`config.mk`:
```
export PLATFORM = sky130hd
export DESIGN_NAME = keycode_debouncer
export DESIGN_NICKNAME = d
export VERILOG_FILES = /design/src/rtl/keypad_pkg.sv /design/src/rtl/keycode_debouncer_stable_counter.sv /design/src/rtl/keycode_debouncer.sv
export SDC_FILE = /design/constraint.sdc
export NUM_CORES = 1
export LEC_CHECK = 0
export BUFFER_PORTS_ARGS = -buffer_cell sky130_fd_sc_hd__buf_4
export CORE_ASPECT_RATIO = 0.6
export CORE_MARGIN = 3
export CORE_UTILIZATION = 47
export CTS_CLUSTER_SIZE = 8
export DETAILED_ROUTE_END_ITERATION = 8
export GPL_TIMING_DRIVEN = 0
export PLACE_DENSITY = 0.68
export SETUP_SLACK_MARGIN = 0.3
export SLEW_MARGIN = 0
export SYNTH_ARGS = -nofsm -noshare
export SYNTH_HDL_FRONTEND = slang
export SYNTH_SLANG_ARGS = --single-unit
```
`constraint.sdc`:
```
create_clock -name clk -period 2 [get_ports clk]
set_input_delay 0.1 -clock clk [delete_from_list [all_inputs] [get_ports clk]]
set_output_delay 0.1 -clock clk [all_outputs]
set_load 0.03 [all_outputs]
```
`src/rtl/keypad_pkg.sv`:
```
// Shared keypad-path types and constants: debouncer state encoding and the
// default stable-time requirement (20 ms at 48 MHz).
package keypad_pkg;

    typedef enum logic [1:0] {
        S_IDLE,
        S_PRESS_WAIT,
        S_HELD,
        S_RELEASE_WAIT
    } debounce_state_t;

    localparam int DEBOUNCE_CYCLES = 960000;

    // A count of 1 still needs a one-bit register to hold the value 0.
    function automatic int cnt_width(input int max_count);
        return (max_count > 1) ? $clog2(max_count) : 1;
    endfunction

endpackage

```
`src/rtl/keycode_debouncer_stable_counter.sv`:
```
// Saturating stability counter shared by the press and release waits;
// done flags that MAX-1 further stable cycles have been counted.
module stable_counter
    import keypad_pkg::*;
#(
    parameter int MAX   = DEBOUNCE_CYCLES,
    parameter int CNT_W = cnt_width(MAX)
) (
    input  logic clk,
    input  logic reset,
    input  logic clear,
    input  logic en,
    output logic done
);

    localparam logic [CNT_W-1:0] LAST = CNT_W'(MAX - 1);

    logic [CNT_W-1:0] cnt_q;
    logic [CNT_W-1:0] cnt_d;

    // Holding at LAST keeps the count from ever wrapping back to zero.
    always_comb begin
        cnt_d = cnt_q;
        if (clear) begin
            cnt_d = '0;
        end else if (en && (cnt_q != LAST)) begin
            cnt_d = cnt_q + 1'b1;
        end
    end

    always_ff @(posedge clk or posedge reset) begin
        if (reset) begin
            cnt_q <= '0;
        end else begin
            cnt_q <= cnt_d;
        end
    end

    assign done = (cnt_q == LAST);

endmodule

```
`src/rtl/keycode_debouncer.sv`:
```
// Press/release debouncer for the keypad scanner: publishes a latched key code,
// a held-valid level and one-cycle press/release strobes once input is stable.
module keycode_debouncer
    import keypad_pkg::*;
#(
    parameter int WIDTH     = 4,
    parameter int COUNT_MAX = DEBOUNCE_CYCLES,
    parameter int CNT_W     = $clog2(COUNT_MAX)
) (
    input  logic             clk,
    input  logic             reset,
    input  logic             key_pressed,
    input  logic [WIDTH-1:0] sig_in,
    output logic [WIDTH-1:0] sig_out,
    output logic             key_valid,
    output logic             press_pulse,
    output logic             release_pulse
);

    localparam int CTR_W = (CNT_W > 0) ? CNT_W : 1;

    debounce_state_t  state_q;
    logic [WIDTH-1:0] cand_q;
    logic [WIDTH-1:0] sig_out_q;
    logic             valid_q;
    logic             press_q;
    logic             release_q;

    logic cnt_clear;
    logic cnt_en;
    logic cnt_done;
    logic code_match;

    assign code_match = (sig_in == cand_q);

    // The counter restarts on entry to either wait and only advances while
    // the sample still qualifies and the limit has not been reached.
    always_comb begin
        cnt_clear = 1'b0;
        cnt_en    = 1'b0;
        case (state_q)
            S_IDLE:         cnt_clear = key_pressed;
            S_PRESS_WAIT:   cnt_en    = key_pressed && code_match && !cnt_done;
            S_HELD:         cnt_clear = !key_pressed;
            S_RELEASE_WAIT: cnt_en    = !key_pressed && !cnt_done;
            default: ;
        endcase
    end

    stable_counter #(
        .MAX   (COUNT_MAX),
        .CNT_W (CTR_W)
    ) u_stable_counter (
        .clk   (clk),
        .reset (reset),
        .clear (cnt_clear),
        .en    (cnt_en),
        .done  (cnt_done)
    );

    always_ff @(posedge clk or posedge reset) begin
        if (reset) begin
            state_q   <= S_IDLE;
            cand_q    <= '0;
            sig_out_q <= '0;
            valid_q   <= 1'b0;
            press_q   <= 1'b0;
            release_q <= 1'b0;
        end else begin
            press_q   <= 1'b0;
            release_q <= 1'b0;
            case (state_q)
                S_IDLE: begin
                    if (key_pressed) begin
                        cand_q  <= sig_in;
                        state_q <= S_PRESS_WAIT;
                    end
                end
                S_PRESS_WAIT: begin
                    if (!key_pressed || !code_match) begin
                        state_q <= S_IDLE;
                    end else if (cnt_done) begin
                        state_q   <= S_HELD;
                        sig_out_q <= cand_q;
                        valid_q   <= 1'b1;
                        press_q   <= 1'b1;
                    end
                end
                S_HELD: begin
                    // Code changes while held are deliberately ignored (no rollover).
                    if (!key_pressed) begin
                        state_q <= S_RELEASE_WAIT;
                    end
                end
                S_RELEASE_WAIT: begin
                    if (key_pressed) begin
                        state_q <= S_HELD;
                    end else if (cnt_done) begin
                        state_q   <= S_IDLE;
                        valid_q   <= 1'b0;
                        release_q <= 1'b1;
                    end
                end
                default: state_q <= S_IDLE;
            endcase
        end
    end

    assign sig_out       = sig_out_q;
    assign key_valid     = valid_q;
    assign press_pulse   = press_q;
    assign release_pulse = release_q;

endmodule
```
Yosys cells after proc, flatten, opt, wreduce, memory -nomap -nowiden --
Cells that the tools add are included.
Word-level totals: flip-flop bits (word level) 33, latch bits 0, memory bits (writable) 0, memory bits (read-only) 0, memories 0
Operators by class: add/subtract/negate cells 1, multipliers 0, divide/modulo/power cells 0, $lt $le $gt $ge 0, eq/ne operators 14, shift-type cells 0, mux-type cells 21, bitwise operators 1, reduce and logical (&&, ||, !) cells 15
Operators with widths (count):
- $mux 20 | 2
- $add 20x1->20 const B | 1
- $eq 20x20->1 const B | 1
- $ne 20x20->1 const B | 1
- $mux 2 | 6
- $ne 2x2->1 const B | 6
- $mux 1 | 9
- $pmux 2 s4 | 1
- $ne 3x3->1 const B | 2
- $pmux 1 s2 | 3
- $reduce_and 5->1 | 1
- $eq 2x2->1 const B | 2
- $eq 4x4->1 | 1
- $logic_and 1x1->1 | 4
- $reduce_and 4->1 | 1
- $reduce_bool 2->1 | 2
- $logic_not 1->1 | 3
- $reduce_and 3->1 | 1
- $eq 2x1->1 const B | 1
- $logic_not 2->1 | 1
- $reduce_and 2->1 | 1
- $logic_or 1x1->1 | 1
- $not 1->1 | 1

Longest topological paths before layout --
depth after elaboration 7, mapped depth 8, mapped depth without buffers 6

Hierarchy --
Synthesis repeated with hierarchy kept, for this count alone.
Unflattened totals: cell total of the unflattened synthesis 160, area, all modules 1680.4 um^2
By module, submodules not included:
- stable_counter | instances 1, cells each 115, area an instance 1104.8 um^2, sequential area each 500.5 um^2
- keycode_debouncer | instances 1, cells each 45, area an instance 575.6 um^2, sequential area each 325.3 um^2

Least setup slack after synthesis --
Ideal clock, no wire load.
path kind reg2reg, start reg u_stable_counter.cnt_q[9], end reg sig_out_q[0] (netlist: sig_out[0]), library setup time 0.128 ns, arrival time 1.957 ns, path slack -0.084 ns, cell stages (with the launch flop) 6, path buffers 0, cells stage by stage dfrtp_1 -> or4_1 -> nor4_2 -> nand3_2 -> nor3_4 -> mux2_1
On the way: longest elaborated chain between the ends 2
Ends and longest elaborated chain:
- start, declared | line keycode_debouncer_stable_counter.sv:18 | logic [CNT_W-1:0] cnt_q;
- start signal, assigned | line keycode_debouncer_stable_counter.sv:35 | cnt_q <= cnt_d;
- $eq 20x20->1 | line keycode_debouncer_stable_counter.sv:39 | assign done = (cnt_q == LAST);
- $reduce_and 3->1 (no line)
- end signal, assigned | line keycode_debouncer.sv:84 | sig_out_q <= cand_q;
- end, declared | line keycode_debouncer.sv:24 | logic [WIDTH-1:0] sig_out_q;
No other way between the ends. A chain may end at the register's enable or synchronous reset.

Worst setup path in the final report --
start reg u_stable_counter.cnt_q[11], end reg sig_out_q[0] (netlist: sig_out[0])
The elaborated chain is that of the path after synthesis.

==> impl_summary.log <==
[metrics] Synth area leaders: dfrtp_1, or4_1, o31ai_1
[metrics] clock power share: 35.7%
[metrics] Critical Path RT: 2.19 ns
[metrics] Synth warnings: 0
[metrics] Die W: 84.7 um
[metrics] Synth Cell Area: 1750 um2
[metrics] total leakage power: 0.00111 uW
[metrics] Num CTS Buffers: 5
[metrics] fill cell instance count of the final layout: 198
[metrics] violations in the final reports: negative setup slack
[metrics] Area Overhead vs Synth: 55.1%
[metrics] proportion of power drawn by flip-flops and latches: 48.6%
[metrics] Crit path buffers/inverters: 1
[metrics] final standard cell area without fillers: 2710 um2
[metrics] total wire length after detailed routing: 6280 um
[metrics] maximum fanout along the worst path: 5
[metrics] count of max-cap constraint violations: 0
[metrics] number of cell rows: 16
[metrics] Slew Viols, Final: 0
[metrics] instance count of the mapped netlist: 169
[metrics] CP Depth: 6
[metrics] Die Y-Extent: 53.2 um
[metrics] Post-Synth XOR/XNOR Area: 2.01%
[metrics] routed wire length per instance: 23.2 um
[metrics] most used flip-flop cell after synthesis: dfrtp_1
[metrics] Yosys reg bits: 33
[metrics] IO Port Bufs: 13
[metrics] core region area: 3400 um2
[metrics] sort of element at the start of the critical path: register
[metrics] Arr. time, crit path: 2.34 ns
[metrics] post-synthesis share of cell area spent on full adders, half adders and majority gates: 0.717%
[metrics] final core utilization: 79.6%
[metrics] Syn Area/Cell: 10.3 um2
[metrics] nets: 233
[metrics] placed wire-length estimate after detailed placement: 2860 um
[metrics] CP delay by family, top: simple AND/OR/NAND/NOR gates
[metrics] post-route clock skew: 0.0168 ns
[metrics] detailed-route via count: 1805
[metrics] first-pass GRT wire length: 8270 um
[metrics] Async S/R FF share, synth: 100%
[metrics] clock transition at the registers of the reported paths: 0.08 ns
[metrics] combinational group share of total power: 15.7%
[metrics] minimum clock period after layout: 2.16 ns
[metrics] count of cells along the worst hold path: 2
[metrics] Reg2Reg Depth: 6
[metrics] type of the worst setup path: register to register
[metrics] Starting Density: 51.3%
[metrics] overall power consumption: 1460 uW
[metrics] share of the synthesized area in compound gates (AO/OA/AOI/OAI): 16.0%
[metrics] total congestion overflow after global routing: 0
[metrics] share of post-route cells with drive strength above 1: 55.8%
[metrics] maximum number of pins on one net before global-route repair: 34
[metrics] path category of the worst min-delay check: input pin to register
[metrics] slowest CP cell: or4_4
[metrics] dominant combinational cell family by area after synthesis: simple AND/OR/NAND/NOR gates
[metrics] setup-violating endpoint count in the final report: 21
[metrics] net count after synthesis: 177
[metrics] placer congestion estimate: 0.797
[metrics] simple-gate share of the synthesized area: 23.9%
[metrics] Worst-Margin Slew: 0.753 ns
[metrics] Setup Slack @ Placement: -0.280 ns
[metrics] CTS H-tree lvls: 2
[metrics] run status: complete, but fails checks
[metrics] net switching fraction of the power: 28.5%
[metrics] Antenna diodes: 0
[metrics] number of vias per cell: 6.66
[metrics] number of top-level pins: 14
[metrics] sequential cell area: 833 um2
[metrics] final hold violation count: 0
[metrics] area leader, netlist: dfrtp_1
[metrics] area of the die: 4510 um2
[metrics] Clock Sinks: 33
[metrics] number of distinct library cells after synthesis: 46
[metrics] clock root buffer: clkbuf_8
[metrics] delay of the slowest critical-path stage: 0.57 ns
[metrics] share of the synthesized area in the top cell type: 47.3%
[metrics] Internal Dissipation: 1040 uW
[metrics] number of buffers between clock root and the deepest sink: 2
[metrics] number of DRC markers in iteration 0: 177
[metrics] crit path setup slack, layout: -0.158 ns
[metrics] type of element capturing the critical path: register
[metrics] sequential area share after synthesis: 47.3%
[metrics] footprint of the multi-input gates: 1160 um2
[metrics] gr usage total: 24.5%
[metrics] worst rel slew slack: 49.8%
[metrics] Max Freq: 0.463 GHz
[metrics] final antenna-violating net count: 0
[metrics] Power Dens Cells: 538 nW/um2
[metrics] detailed-route DRC error count: 0
[metrics] via count of the first global-routing pass: 1586
[metrics] crit-path cells: or4_4 -> nor4_4 -> nand3_2 -> nor3_4 -> buf_12 -> mux2_4
[metrics] unrepaired setup endpoints after global routing: yes
[metrics] summed negative setup slack over all endpoints: -1.37 ns
[metrics] switching power total: 415 uW
[metrics] TritonRoute pass-1 iters: 5
[metrics] number of flops mapped to enable cells by yosys: 0
[metrics] final clock period utilization by the worst path: 108%
[metrics] multiplexer share of the synthesized area: 6.88%
[metrics] placed instance area: 1950 um2
[metrics] clock tree from TritonCTS: built
[metrics] insertion delay of the later-clocked pin in the worst-skew pair: 0.31 ns
[metrics] initial antenna violation count: 0
[metrics] largest voltage drop on the vdd net: 0.401 mV
## synth_stat cells (2+ instances only)
library cell,number
a21oi_1,11
a2bb2oi_1,2
and3_1,2
and4_1,2
buf_2,3
clkbuf_1,3
dfrtp_1,33
inv_1,5
mux2_1,4
mux2_2,4
mux2i_1,3
nand2_1,15
nand2b_1,2
nand3_1,12
nand4_1,2
nor2_1,7
nor3_1,2
o211ai_1,3
o21ai_1,3
o31ai_1,9
o41ai_1,3
or4_1,11
or4b_1,2
xnor2_1,4
## cells by family (layout without fill, tap and decap cells)
| family | after synthesis | count (layout) |
|---|---|---|
| AOI/OAI and AO/OA | 40 | 40 |
| xor gates and xnor gates | 4 | 4 |
| adders and majority gates | 1 | 1 |
| buffers and inverters | 12 | 69 |
| DFF | 33 | 33 |
| muxes | 11 | 11 |
| and+or+nand+nor | 68 | 68 |
## path summary, 6_finish.rpt
path,from,end,slack [ns]
min in group asynchronous,reset,u_stable_counter.cnt_q[13]$_DFFE_PP0P_,0.49
max in group asynchronous,reset,u_stable_counter.cnt_q[3]$_DFFE_PP0P_,0.95
worst max register to register,u_stable_counter.cnt_q[11]$_DFFE_PP0P_,sig_out[0]$_DFFE_PP0P_,-0.16
worst max-delay path,u_stable_counter.cnt_q[11]$_DFFE_PP0P_,sig_out[0]$_DFFE_PP0P_,-0.16
worst min-delay path,sig_in[3],cand_q[3]$_DFFE_PP0P_,0.05
worst min register to register,sig_out[2]$_DFFE_PP0P_,sig_out[2]$_DFFE_PP0P_,0.52
## power by group through the flow
stage	Sequential (uW)	Clock, uW	Combinational (uW)
global placement	717	0	131
detailed placement	720	0	133
CTS	709	499	180
global route	710	544	244
finish	708	520	229
floorplan	715	0	96.5
## layout make-up
| cell class | instances | share of cell area [%] |
|---|---|---|
| multi-input combinational | 124 | 42.8 |
| sequential | 33 | 30.8 |
| timing repair buffer | 49 | 17.2 |
| buffer | 7 | 3.37 |
| clock buffer | 6 | 2.68 |
| tap | 45 | 2.08 |
| inverter | 5 | 0.693 |
| clock inverter | 2 | 0.370 |
## registers in the layout (all words and copies together), names as in the netlist
name	flops
cand_q	4
release_pulse	1
press_pulse	1
state_q	2
sig_out	4
u_stable_counter.cnt_q	20
key_valid	1
## routing by layer
layer	vias to the layer above	track usage (%)	part of all wire, %
li1	760	-	-
met1	875	33.1	38
met2	143	39.4	48
met3	27	6.07	10
met4	0	7.37	3.4
met5	-	0	0
## worst reg2reg max path: cells and delay by family (launching register included)
family | cells | cell delay [ns]
mux | 1 | 0.30
flops | 1 | 0.41
simple gates | 4 | 1.17
buf+inv | 1 | 0.15
## placed cells by master (no fill, tap or decap), drive strengths merged, types with 4 or more instances in the layout
cell    instances
a21oi          11
clkbuf         10
o31ai           9
buf            51
xnor2           4
nor2            7
nand3          13
inv             5
or4            11
dfrtp          33
nand2          15
mux2            8
## through the flow
step / instances / hold WS, ns
floorplan: 169 / 0.229
global placement: 227 / 0.351
detailed placement: 227 / 0.356
CTS: 256 / 0.0597
global route: 271 / 0.0598
finish: 271 / 0.0494
## what timing repair did
item	CTS	global route
endpoints found under the hold margin	0	16
setup endpoints to repair	28	33
hold buffers	0	1
pin swaps	22	13
cloned	3	0
setup buffers	18	13
gates resized for setup	48	27
Power figures use the tool's default switching activity.
